File: config.mk
export PLATFORM = sky130hd
export DESIGN_NAME = regfile_sb
export DESIGN_NICKNAME = d
export VERILOG_FILES = /design/src/rtl/riscv_rf_pkg.sv /design/src/rtl/rf_pending_cnt.sv /design/src/rtl/regfile_sb.sv
export SDC_FILE = /design/constraint.sdc
export NUM_CORES = 2
export LEC_CHECK = 0
export ABC_AREA = 1
export BUFFER_PORTS_ARGS = -buffer_cell sky130_fd_sc_hd__clkbuf_2
export CAP_MARGIN = 15
export CELL_PAD_IN_SITES_DETAIL_PLACEMENT = 0
export CELL_PAD_IN_SITES_GLOBAL_PLACEMENT = 1
export CORE_ASPECT_RATIO = 1.25
export CORE_MARGIN = 2
export CORE_UTILIZATION = 49
export DETAILED_ROUTE_END_ITERATION = 7
export HOLD_SLACK_MARGIN = 0.03
export PLACE_DENSITY_LB_ADDON = 0.1
export SETUP_SLACK_MARGIN = 0.4
export SYNTH_ARGS = -nofsm -noshare
export SYNTH_HDL_FRONTEND = slang
export SYNTH_SLANG_ARGS = --single-unit
File: constraint.sdc
create_clock -name clk -period 6.2 [get_ports clk]
set_input_delay 1.24 -clock clk [delete_from_list [all_inputs] [get_ports clk]]
set_output_delay 1.24 -clock clk [all_outputs]
set_load 0.02 [all_outputs]
File: src/rtl/riscv_rf_pkg.sv
// riscv_rf_pkg
// Shared constants for the integer register file and its scoreboard.
//   XLEN_DEFAULT  - default data width of one architectural register
//   NREGS_DEFAULT - default number of architectural registers (x0 included)
//   REG_ZERO      - index of the hard-wired zero register
//   rf_addr_w()   - register address width derived from a register count
package riscv_rf_pkg;

    localparam int XLEN_DEFAULT  = 32;
    localparam int NREGS_DEFAULT = 32;
    localparam int REG_ZERO      = 0;

    // The address width is always derived from the register count and is
    // never chosen independently.
    function automatic int rf_addr_w(input int nregs);
        return $clog2(nregs);
    endfunction

endpackage

File: src/rtl/rf_pending_cnt.sv
// rf_pending_cnt
// Pending-write counter for one architectural register.
// It saturates in both directions and never wraps.
//   clk     in   system clock, rising edge
//   rst     in   synchronous active-high reset, clears the count
//   inc     in   one more write to this register has been issued
//   dec     in   one outstanding write to this register has retired
//   cnt     out  current number of outstanding writes
//   nonzero out  at least one write is outstanding
//   full    out  counter is at its maximum value
module rf_pending_cnt #(
    parameter int CNT_W = 2
) (
    input  logic             clk,
    input  logic             rst,
    input  logic             inc,
    input  logic             dec,
    output logic [CNT_W-1:0] cnt,
    output logic             nonzero,
    output logic             full
);

    logic [CNT_W-1:0] cnt_q;
    logic [CNT_W-1:0] cnt_d;

    // When inc and dec arrive together they cancel out.
    // The full and nonzero guards keep the count from wrapping, even if a
    // caller misbehaves.
    always_comb begin
        cnt_d = cnt_q;
        if (inc && !dec && !full) begin
            cnt_d = cnt_q + CNT_W'(1);
        end else if (dec && !inc && nonzero) begin
            cnt_d = cnt_q - CNT_W'(1);
        end
    end

    always_ff @(posedge clk) begin
        if (rst) begin
            cnt_q <= '0;
        end else begin
            cnt_q <= cnt_d;
        end
    end

    assign cnt     = cnt_q;
    assign nonzero = |cnt_q;
    assign full    = &cnt_q;

endmodule

File: src/rtl/regfile_sb.sv
// regfile_sb
// Integer register file with two combinational read ports and one
// synchronous write port. x0 is hard-wired to zero. A same-cycle
// write-to-read bypass is optional. Each register has a pending-write
// scoreboard, which decode uses to detect RAW hazards.
//   clk, rst                        clock and synchronous active-high reset
//   rs1_addr/rs2_addr -> rs1/rs2    combinational read ports
//   rs1_busy/rs2_busy               read register has outstanding writes
//   issue_valid/issue_rd            decode issues a writer of issue_rd
//   issue_ready                     scoreboard can accept that issue
//   regwrite/writereg_addr/writedata
//                                   write-back port; also retires a write
import riscv_rf_pkg::*;

module regfile_sb #(
    parameter  int XLEN   = XLEN_DEFAULT,
    parameter  int NREGS  = NREGS_DEFAULT,
    parameter  int CNT_W  = 2,
    parameter  int BYPASS = 1,
    localparam int ADDR_W = rf_addr_w(NREGS)
) (
    input  logic              clk,
    input  logic              rst,
    input  logic [ADDR_W-1:0] rs1_addr,
    input  logic [ADDR_W-1:0] rs2_addr,
    output logic [XLEN-1:0]   rs1,
    output logic [XLEN-1:0]   rs2,
    output logic              rs1_busy,
    output logic              rs2_busy,
    input  logic              issue_valid,
    input  logic [ADDR_W-1:0] issue_rd,
    output logic              issue_ready,
    input  logic              regwrite,
    input  logic [ADDR_W-1:0] writereg_addr,
    input  logic [XLEN-1:0]   writedata
);

    localparam logic [ADDR_W-1:0] ZERO_ADDR = ADDR_W'(REG_ZERO);

    logic [XLEN-1:0]  regs_q [NREGS];
    logic [XLEN-1:0]  regs_d [NREGS];
    logic [CNT_W-1:0] cnt_all [NREGS];
    logic [NREGS-1:0] nonzero_v;
    logic [NREGS-1:0] full_v;

    // A write-back can only change registers other than x0.
    // x0 is forced back to zero so that it never holds another value.
    always_comb begin
        regs_d = regs_q;
        if (regwrite && writereg_addr != ZERO_ADDR) begin
            regs_d[writereg_addr] = writedata;
        end
        regs_d[REG_ZERO] = '0;
    end

    always_ff @(posedge clk) begin
        if (rst) begin
            for (int i = 0; i < NREGS; i++) begin
                regs_q[i] <= '0;
            end
        end else begin
            regs_q <= regs_d;
        end
    end

    // x0 has no scoreboard. Its entries are tied off so that indexed
    // lookups with address 0 report "not pending".
    assign cnt_all[REG_ZERO]   = '0;
    assign nonzero_v[REG_ZERO] = 1'b0;
    assign full_v[REG_ZERO]    = 1'b0;

    for (genvar r = 1; r < NREGS; r++) begin : g_cnt
        logic inc;
        logic dec;
        assign inc = issue_valid & issue_ready & (issue_rd == ADDR_W'(r));
        // A write-back to an untracked register still writes data.
        // It does not retire anything.
        assign dec = regwrite & (writereg_addr == ADDR_W'(r)) & nonzero_v[r];
        rf_pending_cnt #(
            .CNT_W   (CNT_W)
        ) u_cnt (
            .clk     (clk),
            .rst     (rst),
            .inc     (inc),
            .dec     (dec),
            .cnt     (cnt_all[r]),
            .nonzero (nonzero_v[r]),
            .full    (full_v[r])
        );
    end

    // A full counter can still take an issue when a retire to the same
    // register happens in the same cycle, because the two cancel out.
    // This does not depend on issue_valid, so there is no combinational
    // loop back into decode.
    always_comb begin
        issue_ready = 1'b1;
        if (issue_rd != ZERO_ADDR && full_v[issue_rd]
            && !(regwrite && writereg_addr == issue_rd)) begin
            issue_ready = 1'b0;
        end
    end

    // Read ports and hazard flags.
    // With the bypass enabled, a register whose final pending write
    // retires this cycle is reported as not busy: the bypassed data is
    // already the final value. This exception does not apply if a new
    // issue to the same register arrives in the same cycle.
    always_comb begin
        rs1      = regs_q[rs1_addr];
        rs2      = regs_q[rs2_addr];
        rs1_busy = nonzero_v[rs1_addr];
        rs2_busy = nonzero_v[rs2_addr];
        if (BYPASS != 0 && regwrite && writereg_addr == rs1_addr) begin
            rs1 = writedata;
            if (cnt_all[rs1_addr] == CNT_W'(1)
                && !(issue_valid && issue_ready && issue_rd == rs1_addr)) begin
                rs1_busy = 1'b0;
            end
        end
        if (BYPASS != 0 && regwrite && writereg_addr == rs2_addr) begin
            rs2 = writedata;
            if (cnt_all[rs2_addr] == CNT_W'(1)
                && !(issue_valid && issue_ready && issue_rd == rs2_addr)) begin
                rs2_busy = 1'b0;
            end
        end
        if (rs1_addr == ZERO_ADDR) begin
            rs1      = '0;
            rs1_busy = 1'b0;
        end
        if (rs2_addr == ZERO_ADDR) begin
            rs2      = '0;
            rs2_busy = 1'b0;
        end
    end

endmodule

==> impl_results.md <==
* Worst R2R Path Depth at 12
* Final ANT Viol Nets at 0
* DRT iter0 DRCs at between 9000 and 10000
* Max-slew headroom at approximately 15%
* DR vias at about 63000
* TritonRoute pass-1 iters at 6
* Syn Nets at between 8000 and 9000
* Starting Density at between 40% and 50%
* Max-cap violations at 0
* VDD IR max at 0.000232 V
* Clock slew at reported path FFs at approximately 60 ps
* Stages on the worst setup path at 9
* Fmax at ~0.18 GHz
* Row count at 138
* Pint at between 10 and 15 mW
* Total congestion overflow at 0
* First-pass GRT wire length at 381000 µm
* DR vias/cell at between 6 and 7
* Lkg Pwr at around 23 nW
* Core area at about 110000 µm²
* Final Hold Viols at 0
* Final setup TNS at 0 ps
* PD cells at about 270 nW/µm²
* FILL cells at around 11000
* PostCTS Resize Cnt at 0
* Crit Path Category: input port to output pin
* CTS tree: done
* Worst setup EP type: output pin
* Area growth syn-to-layout at 9.91%
* Most used cell, CP: o21ai_0
* CTS Buf Count at 112
* Clock Path Buffers at 3
* Initial antenna violation count at 12
* Synth warn at 0
* Pins Over Slew Limit at 0
* RSZ-0062 raised after global routing: false
* Cell area after synthesis at approximately 56000 µm²
* Hold WC Path Type: flop to flop
* Die span in y at ~380 µm
* Number of port buffers at ~120
* Tcrit/Tclk final at 91.7%
* Register share of total power at 41.7%
* DP Wirelength at approximately 150000 µm
* WP data required at around 5000 ps
* Synthesized area per cell at between 6 and 7 µm²
* Critical Path Start Type: input port
* Sequential share of the synthesized area at between 30% and 40%
* H-tree depth at 3
* Gate Count Post-Synth at ~8500
* DRC Markers at 0
* Largest net degree at the start of global routing at 160
* Sw frac at about 29%
* Setup bufs post-CTS at 0
* CP cell instances: buf_8, inv_8, nor2_1, o21ai_0, o211ai_1, o21ai_0, o21ai_0, a21oi_1, clkbuf_2
* GRT Total Usage at between 40 and 50%
* Synth Register Bits at around 1100
* WL final at about 260000 µm
* Root Driver: clkbuf_16
* Crit path largest cell delay at 930 ps
* Die ar. at about 120000 µm²
* Wirelength per Cell at approximately 27 µm
* Vias in the first global route at around 57000
* Routability congestion estimate at approximately 0.95
* Switching power at between 4 and 5 mW
* Final worst path period need at roughly 5700 ps
* CP Buf/Inv Count at 3
* Delay-heaviest family, CP: compound AO/OA/AOI/OAI gates
* Slew at the pin closest to its max-slew limit at ~1300 ps
* CTS sink count at approximately 1100
* Hold path depth at 2
* Share of cells above drive strength 1 at under 10%
* Maximum fanout along the worst path at a little under 90
* Fin Hold WS at ~480 ps
* Comb pwr share at roughly an eighth
* CP Data Arrival Time at around 4400 ps
* Status: finished clean
* Die W at 307 µm
* Nets at ~8100
* Final worst clock skew at around 11 ps
* Finish-stage setup viols at 0
* # IOs at ~120
* Clk_lat worst skew at approximately 760 ps
* Clock share of power at a little under half
* Quantity of hold-fixing buffers added after cts at 0
* Slowest cell on crit path: o21ai_0
* Post-synth cell types at 38
-- per-stage QoR --
step	area, µm²	setup WS, ps	util, %	power, mW	instances
floorplan	56200	2130	-	8.27	8453
CTS	61700	699	54.4	16.5	9575
global placement	57600	588	50.8	9.12	9361
detailed placement	57600	709	50.8	9.13	9363
finish	61800	515	54.5	16.6	9580
global route	61800	506	54.4	17.0	9579
-- registers in the layout (all words and copies together), names as in the netlist --
| signal | flops |
|---|---|
| g_cnt.u_cnt.cnt | 62 |
| regs_q | 992 |
-- cell usage after synthesis (all sizes together) --
cell / number / area, µm²
a21oi: 1557 / 7790
a2111oi: 2 / 17.5
clkbuf: 697 / 2620
dfxtp: 1054 / 21100
a22oi: 84 / 631
nor3: 38 / 190
nor4: 2 / 12.5
xor2: 2 / 17.5
o2111ai: 64 / 561
nand4: 62 / 388
nand2: 960 / 3610
inv: 626 / 2350
mux2i: 2 / 20.0
o31ai: 11 / 82.6
o21ai: 1837 / 9190
a221oi: 6 / 52.6
buf: 178 / 843
a21boi: 3 / 22.5
xnor2: 1 / 8.76
nand3: 348 / 1740
o221ai: 60 / 526
o211ai: 225 / 1690
clkinv: 7 / 26.3
o211a: 1 / 10.0
a32o: 3 / 30.0
o21bai: 28 / 210
o311ai: 1 / 8.76
a31oi: 18 / 113
or2: 2 / 12.5
nor2: 521 / 1970
a211oi: 22 / 165
o22ai: 31 / 194
-- power by group through the flow --
stage / Clock (mW) / Sequential, mW / Combinational (mW)
floorplan: 0 / 7.04 / 1.23
detailed placement: 0 / 7.06 / 2.08
CTS: 7.52 / 6.91 / 2.08
global route: 7.80 / 6.92 / 2.27
global placement: 0 / 7.06 / 2.07
finish: 7.51 / 6.91 / 2.17
-- metal layers --
| metal | track usage, % | part of all wire, % |
|---|---|---|
| met2 | 64.4 | 42 |
| met5 | 0 | 0.024 |
| met3 | 9.34 | 12 |
| met4 | 29.3 | 7.7 |
| met1 | 55.3 | 38 |
-- final timing paths --
path	startpoint	endpoint	slack, ps
setup reg to reg	g_cnt[17].u_cnt.cnt[1]	g_cnt[20].u_cnt.cnt[0]	3840
hold reg to reg	regs_q[239]	regs_q[239]	480
setup / recovery	rs2_addr[0]	rs2[12]	520
hold / removal	regs_q[239]	regs_q[239]	480
-- tightest hold or removal path, stage by stage (launching register included) --
cell     delay (ps)
dfxtp_1         310
inv_1            60
a21oi_1          50
-- placed cells by master, fill, tap and decap left out, drive strengths merged, types with 4 or more instances in the layout --
cell / instances
o221ai: 60
nand3: 348
diode: 4
nand4: 62
o22ai: 31
inv: 633
clkinv: 25
o21bai: 28
bufinv: 14
o2111ai: 64
nor3: 38
o21ai: 1837
o211ai: 225
a21oi: 1557
clkbuf: 286
nand2: 960
o31ai: 11
a211oi: 22
buf: 202
a31oi: 18
dfxtp: 1054
nor2: 521
a221oi: 6
a22oi: 84
-- final cells by class --
type / instances / area, µm² / share of cell area [%]
clock inverter: 40 / 606 / 0.980
tap: 1470 / 1840 / 2.98
timing repair buffer: 316 / 2760 / 4.46
inverter: 633 / 2420 / 3.92
sequential: 1054 / 21100 / 34.2
antenna: 4 / 10.0 / 0.0162
multi-input combinational: 5891 / 29600 / 47.8
clock buffer: 172 / 3480 / 5.64
-- cells by family (layout without fill, tap and decap cells) --
group	after synthesis	in the layout	share of synthesized area, %
other cells	0	4	0
simple gates	1933	1933	14.1
flops	1054	1054	37.5
xor+xnor	3	3	0.0468
mux	2	2	0.0356
compound gates	3953	3953	37.9
buf+inv	1508	1161	10.4
(Power assumes the default switching activity.)
